File: src/rtl/seven_seg_pkg.sv
// Shared definitions for the seven-segment scan driver: segment bit order,
// active-high hex glyphs and a width helper.
package seven_seg_pkg;

  localparam int unsigned SEG_W = 7;
  localparam int unsigned NIB_W = 4;

  // Segment bit order: bit0 = a ... bit6 = g.
  typedef struct packed {
    logic g;
    logic f;
    logic e;
    logic d;
    logic c;
    logic b;
    logic a;
  } seg_t;

  localparam seg_t SEG_HEX_0 = 7'h3F;
  localparam seg_t SEG_HEX_1 = 7'h06;
  localparam seg_t SEG_HEX_2 = 7'h5B;
  localparam seg_t SEG_HEX_3 = 7'h4F;
  localparam seg_t SEG_HEX_4 = 7'h66;
  localparam seg_t SEG_HEX_5 = 7'h6D;
  localparam seg_t SEG_HEX_6 = 7'h7D;
  localparam seg_t SEG_HEX_7 = 7'h07;
  localparam seg_t SEG_HEX_8 = 7'h7F;
  localparam seg_t SEG_HEX_9 = 7'h6F;
  localparam seg_t SEG_HEX_A = 7'h77;
  localparam seg_t SEG_HEX_B = 7'h7C;
  localparam seg_t SEG_HEX_C = 7'h39;
  localparam seg_t SEG_HEX_D = 7'h5E;
  localparam seg_t SEG_HEX_E = 7'h79;
  localparam seg_t SEG_HEX_F = 7'h71;

  // Ceiling log2, used to size counters from their terminal counts.
  function automatic int unsigned clog2(input int unsigned n);
    int unsigned r;
    r = 0;
    while ((64'd1 << r) < 64'(n)) r++;
    return r;
  endfunction

endpackage

File: src/rtl/hex_to_seg.sv
// Combinational hex nibble to active-high seven-segment glyph.
module hex_to_seg
  import seven_seg_pkg::*;
(
  input  logic [NIB_W-1:0] nibble_i,
  output seg_t             seg_c_o
);

  always_comb begin
    seg_c_o = SEG_HEX_0;
    case (nibble_i)
      4'h0: seg_c_o = SEG_HEX_0;
      4'h1: seg_c_o = SEG_HEX_1;
      4'h2: seg_c_o = SEG_HEX_2;
      4'h3: seg_c_o = SEG_HEX_3;
      4'h4: seg_c_o = SEG_HEX_4;
      4'h5: seg_c_o = SEG_HEX_5;
      4'h6: seg_c_o = SEG_HEX_6;
      4'h7: seg_c_o = SEG_HEX_7;
      4'h8: seg_c_o = SEG_HEX_8;
      4'h9: seg_c_o = SEG_HEX_9;
      4'hA: seg_c_o = SEG_HEX_A;
      4'hB: seg_c_o = SEG_HEX_B;
      4'hC: seg_c_o = SEG_HEX_C;
      4'hD: seg_c_o = SEG_HEX_D;
      4'hE: seg_c_o = SEG_HEX_E;
      4'hF: seg_c_o = SEG_HEX_F;
      default: seg_c_o = SEG_HEX_0;
    endcase
  end

endmodule

File: src/rtl/seven_seg_scan.sv
// Time-multiplexed seven-segment driver with dead time, blanking and a
// frame-synchronous load handshake so displayed values never tear.
module seven_seg_scan
  import seven_seg_pkg::*;
#(
  parameter int unsigned NUM_DIGITS  = 4,
  parameter int unsigned DIGIT_TICKS = 50000,
  parameter int unsigned BLANK_TICKS = 500,
  parameter bit          ACTIVE_LOW  = 1'b1
) (
  input  logic                        sys_clk,
  input  logic                        sys_rst_n,
  input  logic [NIB_W*NUM_DIGITS-1:0] value,
  input  logic [NUM_DIGITS-1:0]       dp,
  input  logic [NUM_DIGITS-1:0]       blank_en,
  input  logic                        lz_blank,
  input  logic                        load,
  output logic                        load_ack,
  output logic [SEG_W-1:0]            segments,
  output logic                        dp_out,
  output logic [NUM_DIGITS-1:0]       seven_segs,
  output logic                        frame_tick
);

  localparam int unsigned TICK_W = clog2(DIGIT_TICKS);
  localparam int unsigned IDX_W  = (NUM_DIGITS > 1) ? clog2(NUM_DIGITS) : 1;
  localparam int unsigned VAL_W  = NIB_W * NUM_DIGITS;

  localparam logic [TICK_W-1:0]     TICK_LAST = TICK_W'(DIGIT_TICKS - 1);
  localparam logic [IDX_W-1:0]      IDX_LAST  = IDX_W'(NUM_DIGITS - 1);
  localparam logic [NUM_DIGITS-1:0] AN_OFF    = {NUM_DIGITS{ACTIVE_LOW}};
  localparam logic [SEG_W-1:0]      SEG_OFF   = {SEG_W{ACTIVE_LOW}};

  logic [TICK_W-1:0]     tick_q, tick_d;
  logic [IDX_W-1:0]      idx_q, idx_d;
  logic [VAL_W-1:0]      stage_val_q, stage_val_d;
  logic [NUM_DIGITS-1:0] stage_dp_q, stage_dp_d;
  logic [NUM_DIGITS-1:0] stage_blank_q, stage_blank_d;
  logic                  pending_q, pending_d;
  logic [VAL_W-1:0]      shadow_val_q, shadow_val_d;
  logic [NUM_DIGITS-1:0] shadow_dp_q, shadow_dp_d;
  logic [NUM_DIGITS-1:0] shadow_blank_q, shadow_blank_d;
  logic                  commit_q, commit_d;

  logic [NUM_DIGITS-1:0] seven_segs_q, seven_segs_d;
  logic [SEG_W-1:0]      segments_q, segments_d;
  logic                  dp_out_q, dp_out_d;
  logic                  frame_tick_q, frame_tick_d;
  logic                  load_ack_q, load_ack_d;

  logic                  slot_end_c, frame_end_c, in_dead_c, anode_on_c;
  logic [NIB_W-1:0]      cur_nib_c;
  logic                  cur_dp_c, cur_dark_c, zero_run_c;
  logic [NUM_DIGITS-1:0] lz_dark_c;
  seg_t                  seg_pat_c;

  assign slot_end_c  = (tick_q == TICK_LAST);
  assign frame_end_c = slot_end_c && (idx_q == IDX_LAST);

  // Scan position: tick within slot, then digit index.
  always_comb begin
    tick_d = tick_q + TICK_W'(1);
    idx_d  = idx_q;
    if (slot_end_c) begin
      tick_d = '0;
      idx_d  = (idx_q == IDX_LAST) ? '0 : idx_q + IDX_W'(1);
    end
  end

  // Staging collects loads; the shadow only changes at the frame boundary.
  always_comb begin
    stage_val_d    = stage_val_q;
    stage_dp_d     = stage_dp_q;
    stage_blank_d  = stage_blank_q;
    pending_d      = pending_q;
    shadow_val_d   = shadow_val_q;
    shadow_dp_d    = shadow_dp_q;
    shadow_blank_d = shadow_blank_q;
    commit_d       = 1'b0;
    if (frame_end_c) begin
      if (load) begin
        shadow_val_d   = value;
        shadow_dp_d    = dp;
        shadow_blank_d = blank_en;
      end else if (pending_q) begin
        shadow_val_d   = stage_val_q;
        shadow_dp_d    = stage_dp_q;
        shadow_blank_d = stage_blank_q;
      end
      pending_d = 1'b0;
      commit_d  = load || pending_q;
    end else if (load) begin
      stage_val_d   = value;
      stage_dp_d    = dp;
      stage_blank_d = blank_en;
      pending_d     = 1'b1;
    end
  end

  generate
    if (BLANK_TICKS == 0) begin : g_no_dead
      assign in_dead_c = 1'b0;
    end else begin : g_dead
      assign in_dead_c = (tick_q < TICK_W'(BLANK_TICKS));
    end
  endgenerate

  // Leading-zero run from the most significant digit down; digit 0 never joins it.
  always_comb begin
    zero_run_c = lz_blank;
    lz_dark_c  = '0;
    cur_nib_c  = '0;
    cur_dp_c   = 1'b0;
    cur_dark_c = 1'b0;
    for (int i = NUM_DIGITS - 1; i > 0; i--) begin
      zero_run_c   = zero_run_c && (shadow_val_q[NIB_W*i +: NIB_W] == '0);
      lz_dark_c[i] = zero_run_c;
    end
    for (int i = 0; i < NUM_DIGITS; i++) begin
      if (idx_q == IDX_W'(i)) begin
        cur_nib_c  = shadow_val_q[NIB_W*i +: NIB_W];
        cur_dp_c   = shadow_dp_q[i];
        cur_dark_c = shadow_blank_q[i] | lz_dark_c[i];
      end
    end
  end

  hex_to_seg u_hex_to_seg (
    .nibble_i (cur_nib_c),
    .seg_c_o  (seg_pat_c)
  );

  assign anode_on_c = !in_dead_c && !cur_dark_c;

  always_comb begin
    seven_segs_d = (anode_on_c ? (NUM_DIGITS'(1) << idx_q) : '0) ^ AN_OFF;
    segments_d   = (anode_on_c ? SEG_W'(seg_pat_c) : '0) ^ SEG_OFF;
    dp_out_d     = (anode_on_c & cur_dp_c) ^ ACTIVE_LOW;
    frame_tick_d = (tick_q == '0) && (idx_q == '0);
    load_ack_d   = commit_q;
  end

  always_ff @(posedge sys_clk or negedge sys_rst_n) begin
    if (!sys_rst_n) begin
      tick_q         <= '0;
      idx_q          <= '0;
      stage_val_q    <= '0;
      stage_dp_q     <= '0;
      stage_blank_q  <= '0;
      pending_q      <= 1'b0;
      shadow_val_q   <= '0;
      shadow_dp_q    <= '0;
      shadow_blank_q <= '0;
      commit_q       <= 1'b0;
      seven_segs_q   <= AN_OFF;
      segments_q     <= SEG_OFF;
      dp_out_q       <= ACTIVE_LOW;
      frame_tick_q   <= 1'b0;
      load_ack_q     <= 1'b0;
    end else begin
      tick_q         <= tick_d;
      idx_q          <= idx_d;
      stage_val_q    <= stage_val_d;
      stage_dp_q     <= stage_dp_d;
      stage_blank_q  <= stage_blank_d;
      pending_q      <= pending_d;
      shadow_val_q   <= shadow_val_d;
      shadow_dp_q    <= shadow_dp_d;
      shadow_blank_q <= shadow_blank_d;
      commit_q       <= commit_d;
      seven_segs_q   <= seven_segs_d;
      segments_q     <= segments_d;
      dp_out_q       <= dp_out_d;
      frame_tick_q   <= frame_tick_d;
      load_ack_q     <= load_ack_d;
    end
  end

  assign seven_segs = seven_segs_q;
  assign segments   = segments_q;
  assign dp_out     = dp_out_q;
  assign frame_tick = frame_tick_q;
  assign load_ack   = load_ack_q;

endmodule

File: config.mk
export PLATFORM = sky130hd
export DESIGN_NAME = seven_seg_scan
export DESIGN_NICKNAME = d
export VERILOG_FILES = /design/src/rtl/seven_seg_pkg.sv /design/src/rtl/hex_to_seg.sv /design/src/rtl/seven_seg_scan.sv
export SDC_FILE = /design/constraint.sdc
export NUM_CORES = 1
export LEC_CHECK = 0
export ABC_AREA = 1
export CORE_MARGIN = 1
export CORE_UTILIZATION = 51
export CTS_CLUSTER_DIAMETER = 200
export CTS_CLUSTER_SIZE = 40
export DETAILED_ROUTE_END_ITERATION = 7
export PLACE_DENSITY = 0.76
export SLEW_MARGIN = 40
export SYNTH_ARGS = -nofsm -noshare
export SYNTH_HDL_FRONTEND = slang
export SYNTH_SLANG_ARGS = --single-unit
File: constraint.sdc
create_clock -name sys_clk -period 2.1 [get_ports sys_clk]
set_input_delay 0.315 -clock sys_clk [delete_from_list [all_inputs] [get_ports sys_clk]]
set_output_delay 0.315 -clock sys_clk [all_outputs]
set_load 0.02 [all_outputs]
Word-level counts from Yosys, hierarchy flattened
Memories as Yosys holds them, arrays and structs flattened.
Cells that the tools add are included.
- logic and storage cells: 75
- register bits after elaboration: 82
- output and inout port bits: 14
- memory bits (read-only): 112
- memories: 1
- bits of input ports: 28
- muxes and demuxes: 25
- shift operators: 1
- eq/ne operators: 4
- reduce and logical (&&, ||, !) cells: 18
- order comparisons: 1
- bitwise gates (word level): 8
- $add $sub $neg: 2
- memories (name ; depth ; bits a word ; read ports ; clocked after Yosys merged registers in ; write ports ; RTL line ; RTL):
    (no name shown) ; 16 ; 7 ; 1 ; 0 ; 0 ; hex_to_seg.sv:11 ; case (nibble_i)
- operator list (kind ; number):
    $mux W16 ; 3
    $mux W4 ; 9
    $add A16 B1 Y16 const B ; 1
    $eq A16 B16 Y1 const B ; 1
    $logic_not A16 Y1 ; 1
    $lt A16 B9 Y1 const B ; 1
    $logic_not A4 Y1 ; 3
    $mux W1 ; 11
    $mux W7 ; 1
    $not A7 Y7 ; 1
    $logic_and A1 B1 Y1 ; 6
    $eq A2 B2 Y1 const B ; 2
    $not A4 Y4 ; 1
    $reduce_and A2 Y1 ; 2
    $reduce_bool A2 Y1 ; 2
    $shl A1 B2 Y4 const A ; 1
    $or A1 B1 Y1 ; 3
    $add A2 B1 Y2 const B ; 1
    $eq A2 B1 Y1 const B ; 1
    $logic_not A1 Y1 ; 2
    $logic_not A2 Y1 ; 1
    $mux W2 ; 1
    $not A1 Y1 ; 2
    $and A1 B1 Y1 ; 1
    $logic_or A1 B1 Y1 ; 1

Longest topological paths before layout
- word-level depth: 12
- gate-level depth with buffers: 15
- mapped depth without buffers: 15

Modules after synthesis
A second synthesis with hierarchy kept.
- cells, all modules: 495
- area total of the unflattened synthesis: 4250.3 µm²
- by module, submodules not included (module ; instances ; cells an instance ; sequential area each (µm²) ; area an instance (µm²)):
    seven_seg_scan ; 1 ; 443 ; 2067.0 ; 3980.1
    hex_to_seg ; 1 ; 52 ; 0.0 ; 270.3

Least setup slack after synthesis
No wires, ideal clock.
- path kind: register -> register
- start point: register idx_q[0]
- end point: register segments_q[3] (netlist: segments[3])
- setup time: 81 ps
- data required time: 2019 ps
- arrival: 2065 ps
- buffers on the path: 1
- stages on the path, launching flop included: 15
- setup slack: -46 ps
- clock period less this slack: 2146 ps
- path through: dfrtp_1 > inv_1 > ha_1 > buf_2 > a21oi_1 > nand2_1 > a21boi_0 > inv_1 > ha_1 > inv_1 > nand2_1 > nand3_1 > nand2_1 > inv_1 > nand2_1
- word-level cells in the longest chain between the ends: 9
- elaborated cells on any way between the ends: 17
- classes of those cells: eq/ne (3); mux (9); bitwise (1); reduce/logical (3); memory (1)
- RTL lines (item ; RTL line ; RTL):
    from (decl) ; seven_seg_scan.sv:35 ; logic [IDX_W-1:0] idx_q, idx_d;
    from (signal assigned) ; seven_seg_scan.sv:162 ; idx_q <= idx_d;
    parallel branches: the longest is 7 deep, another holds $mem_v2 Z16 W7 ; -- ;
    $mux W7 * ; seven_seg_scan.sv:137 ; segments_d = (anode_on_c ? SEG_W'(seg_pat_c) : '0) ^ SEG_OFF;
    $not A7 Y7 (no line) * ; -- ;
    named net segments_d[3] ; seven_seg_scan.sv:46 ; logic [SEG_W-1:0] segments_q, segments_d;
    to (signal assigned) ; seven_seg_scan.sv:172 ; segments_q <= segments_d;
    to (decl) ; seven_seg_scan.sv:46 ;
Mark *: on every way through the listed nets, which the timed path passes.
A chain may end at the register's enable or synchronous reset.

Worst setup path in the final report
Same ends and word-level chain as after synthesis.

==> flow_metrics.py <==
metrics = {
    "route": {
        "drt-initial-drc-count": 150,
        "vias": 3292,
        "route.antenna.remaining_nets": 0,
        "route.detailed.vias_per_inst": 5.05,
        "dr.pass1.iters": 4,
        "routed_wl_um": 8340,
        "drt_drc_violations_left": 0,
        "drt-wirelength-per-cell_um": 12.8,
    },
    "finish": {
        "fillerInstances": 656,
        "layout-drive-gt1-share": 0.131,
        "n_antenna_cell": 0,
        "finish.cell_count_without_fillers": 652,
        "mostFrequentLayoutCell": "nand2_1",
        "fin_util": 0.635,
        "final_cell_mix": "162 x nand2_1, 69 x dfrtp_1, 41 x nand3_1",
        "flow.area_growth_from_synthesis_pct": 18.8,
        "nNetsFinal": 585,
        "postLayoutCellArea_mm2": 0.00496,
        "final-seq-area_mm2": 0.00207,
        "multi_input_area_mm2": 0.00189,
    },
    "clock_tree": {
        "numClockSinks": 82,
        "maximum_root_to_sink_buffer_count": 2,
        "number_of_buffers_inserted_during_clock_tree_synthesis": 9,
        "clk-insertion-delay-late_ns": 0.37,
        "clk_transition_reported_paths_ns": 0.09,
        "cts_tree": "built",
        "h_tree_lvl_count": 3,
        "clk_root_buffer_cell": "clkbuf_8",
    },
    "outcome": {
        "outcome": "complete, no violations",
    },
    "synthesis": {
        "yosys.area_share.simple": 0.265,
        "synth_top_family_by_area": "simple AND/OR/NAND/NOR gates",
        "syn_area_per_cell_um2": 8.40,
        "yosysUniqueCellTypes": 35,
        "synthCells": 497,
        "mappedNetlistNets": 537,
        "yosysWarningCount": 0,
        "yosys.area_share.xor_xnor": 0.0105,
        "synth_area_mm2": 0.00418,
        "proportion_of_register_bits_with_asynchronous_set_or_reset_after_synthesis": 1.00,
        "muxShareOfSynthArea": 0.0575,
        "dominantRegCellSynth": "dfrtp_1",
        "compound_gate_portion_of_the_synthesized_area": 0.0671,
        "synthAdderAreaFrac": 0.0359,
        "seq_area_frac_synth": 0.495,
        "ys_seq_elements": 82,
        "count_of_flip_flops_with_a_built_in_enable_after_synthesis": 0,
    },
    "timing": {
        "worst_hold_slack_ns": 0.358,
        "slew_headroom": 0.655,
        "report.final.slew_viol_count": 0,
        "fin_crit_sh": 0.923,
        "final-setup-viol-count": 0,
        "tightestPinTransition_ns": 0.518,
        "maxClockFrequency_mhz": 516,
        "worst_slack_ns": 0.162,
        "finalHoldViolations": 0,
        "timing.setup.tns_ns": 0,
        "final_period_minus_worst_setup_slack_ns": 1.94,
        "worst_setup_skew_after_layout_ns": 0.0103,
    },
    "global_routing": {
        "grt_use_total": 0.221,
        "number_of_global_route_vias_before_repair": 3157,
        "grt_overflow_total": 0,
        "antenna_found_initial": 0,
        "largest_net_degree_at_the_start_of_global_routing": 49,
        "grt_first_pass_wirelength_um": 14700,
    },
    "critical_path": {
        "timing.critical_path.fanout_max": 8,
        "worstReg2RegStart": "idx_q[0]",
        "reg2regPathDepth": 13,
        "worst_ep_arrival_time_ns": 2.22,
        "critical_path_required_ns": 2.38,
        "critPathLaunch": "idx_q[0]",
        "timing.rr.end": "segments[3]",
        "r2r_slack_ns": 0.16,
        "cp_startpoint_kind": "register",
        "end_kind": "register",
        "timing.setup.critical_path_class": "reg2reg",
    },
    "placed_design": {
        "place_inst": 633,
        "detailed_place_hpwl_um": 5940,
        "placed_cell_area_mm2": 0.00469,
        "routabilityCongestion": 0.903,
        "io_buffers": 41,
        "placement_stage_worst_setup_slack_ns": -0.115,
    },
    "floorplan": {
        "start_util": 0.535,
        "placeableCoreArea_mm2": 0.00781,
        "num_rows": 32,
        "fp.dieH_um": 92.5,
        "ios": 42,
        "chipWidth_um": 92.5,
        "fp.dieArea_mm2": 0.00856,
    },
    "hold_path": {
        "worst_hold_path.endpoint": "commit_q",
        "min_path_cells": 3,
        "worst_min_delay_path_category": "in2reg",
        "hp-start": "load",
    },
    "power": {
        "portion_of_total_power_attributed_to_the_clock_network": 0.360,
        "swShare": 0.254,
        "power_leakage_nw": 2.44,
        "internal_power_mw": 2.15,
        "peakVddDrop_v": 0.000413,
        "comb_power_share": 0.071,
        "power.sequential.fraction": 0.569,
        "power.switching_uw": 731,
        "post-layout-total-power_mw": 2.88,
        "power_per_cell_area_mw_per_mm2": 581,
    },
    "job": {
        "max_cap_violations": 0,
    },
}
cells in the mapped netlist (2+ instances only):
cell type	number	share of area
a21oi_1	14	0.017
buf_1	3	0.0027
buf_2	10	0.012
buf_6	5	0.013
clkbuf_1	2	0.0018
dfrtp_1	70	0.42
dfstp_2	12	0.075
ha_1	12	0.036
inv_1	41	0.037
mux2i_1	24	0.058
nand2_1	163	0.15
nand2_2	3	0.0045
nand3_1	41	0.049
nand3b_1	3	0.0054
nand4_1	4	0.0060
nor2_1	28	0.025
nor2_2	3	0.0045
nor3_1	5	0.0060
nor3b_1	2	0.0036
o21ai_0	15	0.018
o21ai_1	17	0.020
o21ai_2	4	0.0084
xor2_1	4	0.0084
cell type report:
class	count	share of cell area
tap	102	0.0257
multi-input combinational	352	0.381
clock buffer	9	0.0250
clock inverter	7	0.0106
sequential	82	0.417
inverter	43	0.0325
timing repair buffer	57	0.108
cells by family (layout without fill, tap and decap cells):
kind of cell	after synthesis	count (layout)
simple gates	259	259
flops	82	82
buf+inv	63	116
compound gates	52	52
mux	24	24
fa+ha+maj	12	12
xor+xnor	5	5
metal layers:
layer  vias to the layer above  track usage  wire (um)  share of wire
li1                       1687            -          -              -
met1                      1525        0.295       3940           0.47
met2                        68        0.345       3960           0.48
met3                        12       0.0575        310          0.037
met4                         0       0.0833        129          0.015
met5                         -            0          0              0
worst max-delay path, cell delays in order (launching register included):
cell and delay, ns:
dfrtp_1 0.42, buf_4 0.16, ha_4 0.18, nor2_2 0.12, nand2_1 0.06, nand2_1 0.07
a21boi_2 0.06, buf_4 0.16, ha_1 0.22, nand3b_1 0.17, nand3_1 0.09, nand2_1 0.05
inv_1 0.04, nand2_1 0.04
timing repair:
action | 4_1_cts | 5_1_grt
endpoints found under the hold margin | 28 | 0
gates resized for setup | 3 | 14
setup endpoints to repair | 12 | 10
setup buffers | 0 | 2
gates cloned | 0 | 0
hold buffers | 1 | 0
pin swaps | 0 | 0
state kept, by name, indices dropped and copies added, names as in the netlist:
register and count:
shadow_val_q 16, stage_val_q 16, tick_q 16, segments 7, seven_segs 4, shadow_blank_q 4
shadow_dp_q 4, stage_blank_q 4, stage_dp_q 4, idx_q 2, commit_q 1, dp_out 1
frame_tick 1, load_ack 1, pending_q 1
worst max-delay path by stage:
| stage | cells past startpoint | endpoint | slack [ns] |
|---|---|---|---|
| after floorplan | 14 | segments[3] | 0.11 |
| after global placement | 14 | segments[3] | 0.01 |
| after detailed placement | 14 | segments[3] | -0.11 |
| after CTS | 13 | segments[3] | 0.005 |
| after global routing | 14 | segments[3] | -0.002 |
| final | 13 | segments[3] | 0.16 |
power by group through the flow:
stage	Combinational [mW]	Sequential, mW	Clock [mW]
after floorplan	0.101	1.67	0
after global placement	0.203	1.67	0
after detailed placement	0.207	1.67	0
after CTS	0.209	1.64	1.06
after global routing	0.233	1.64	1.14
final	0.205	1.64	1.04
(Power assumes the default switching activity.)
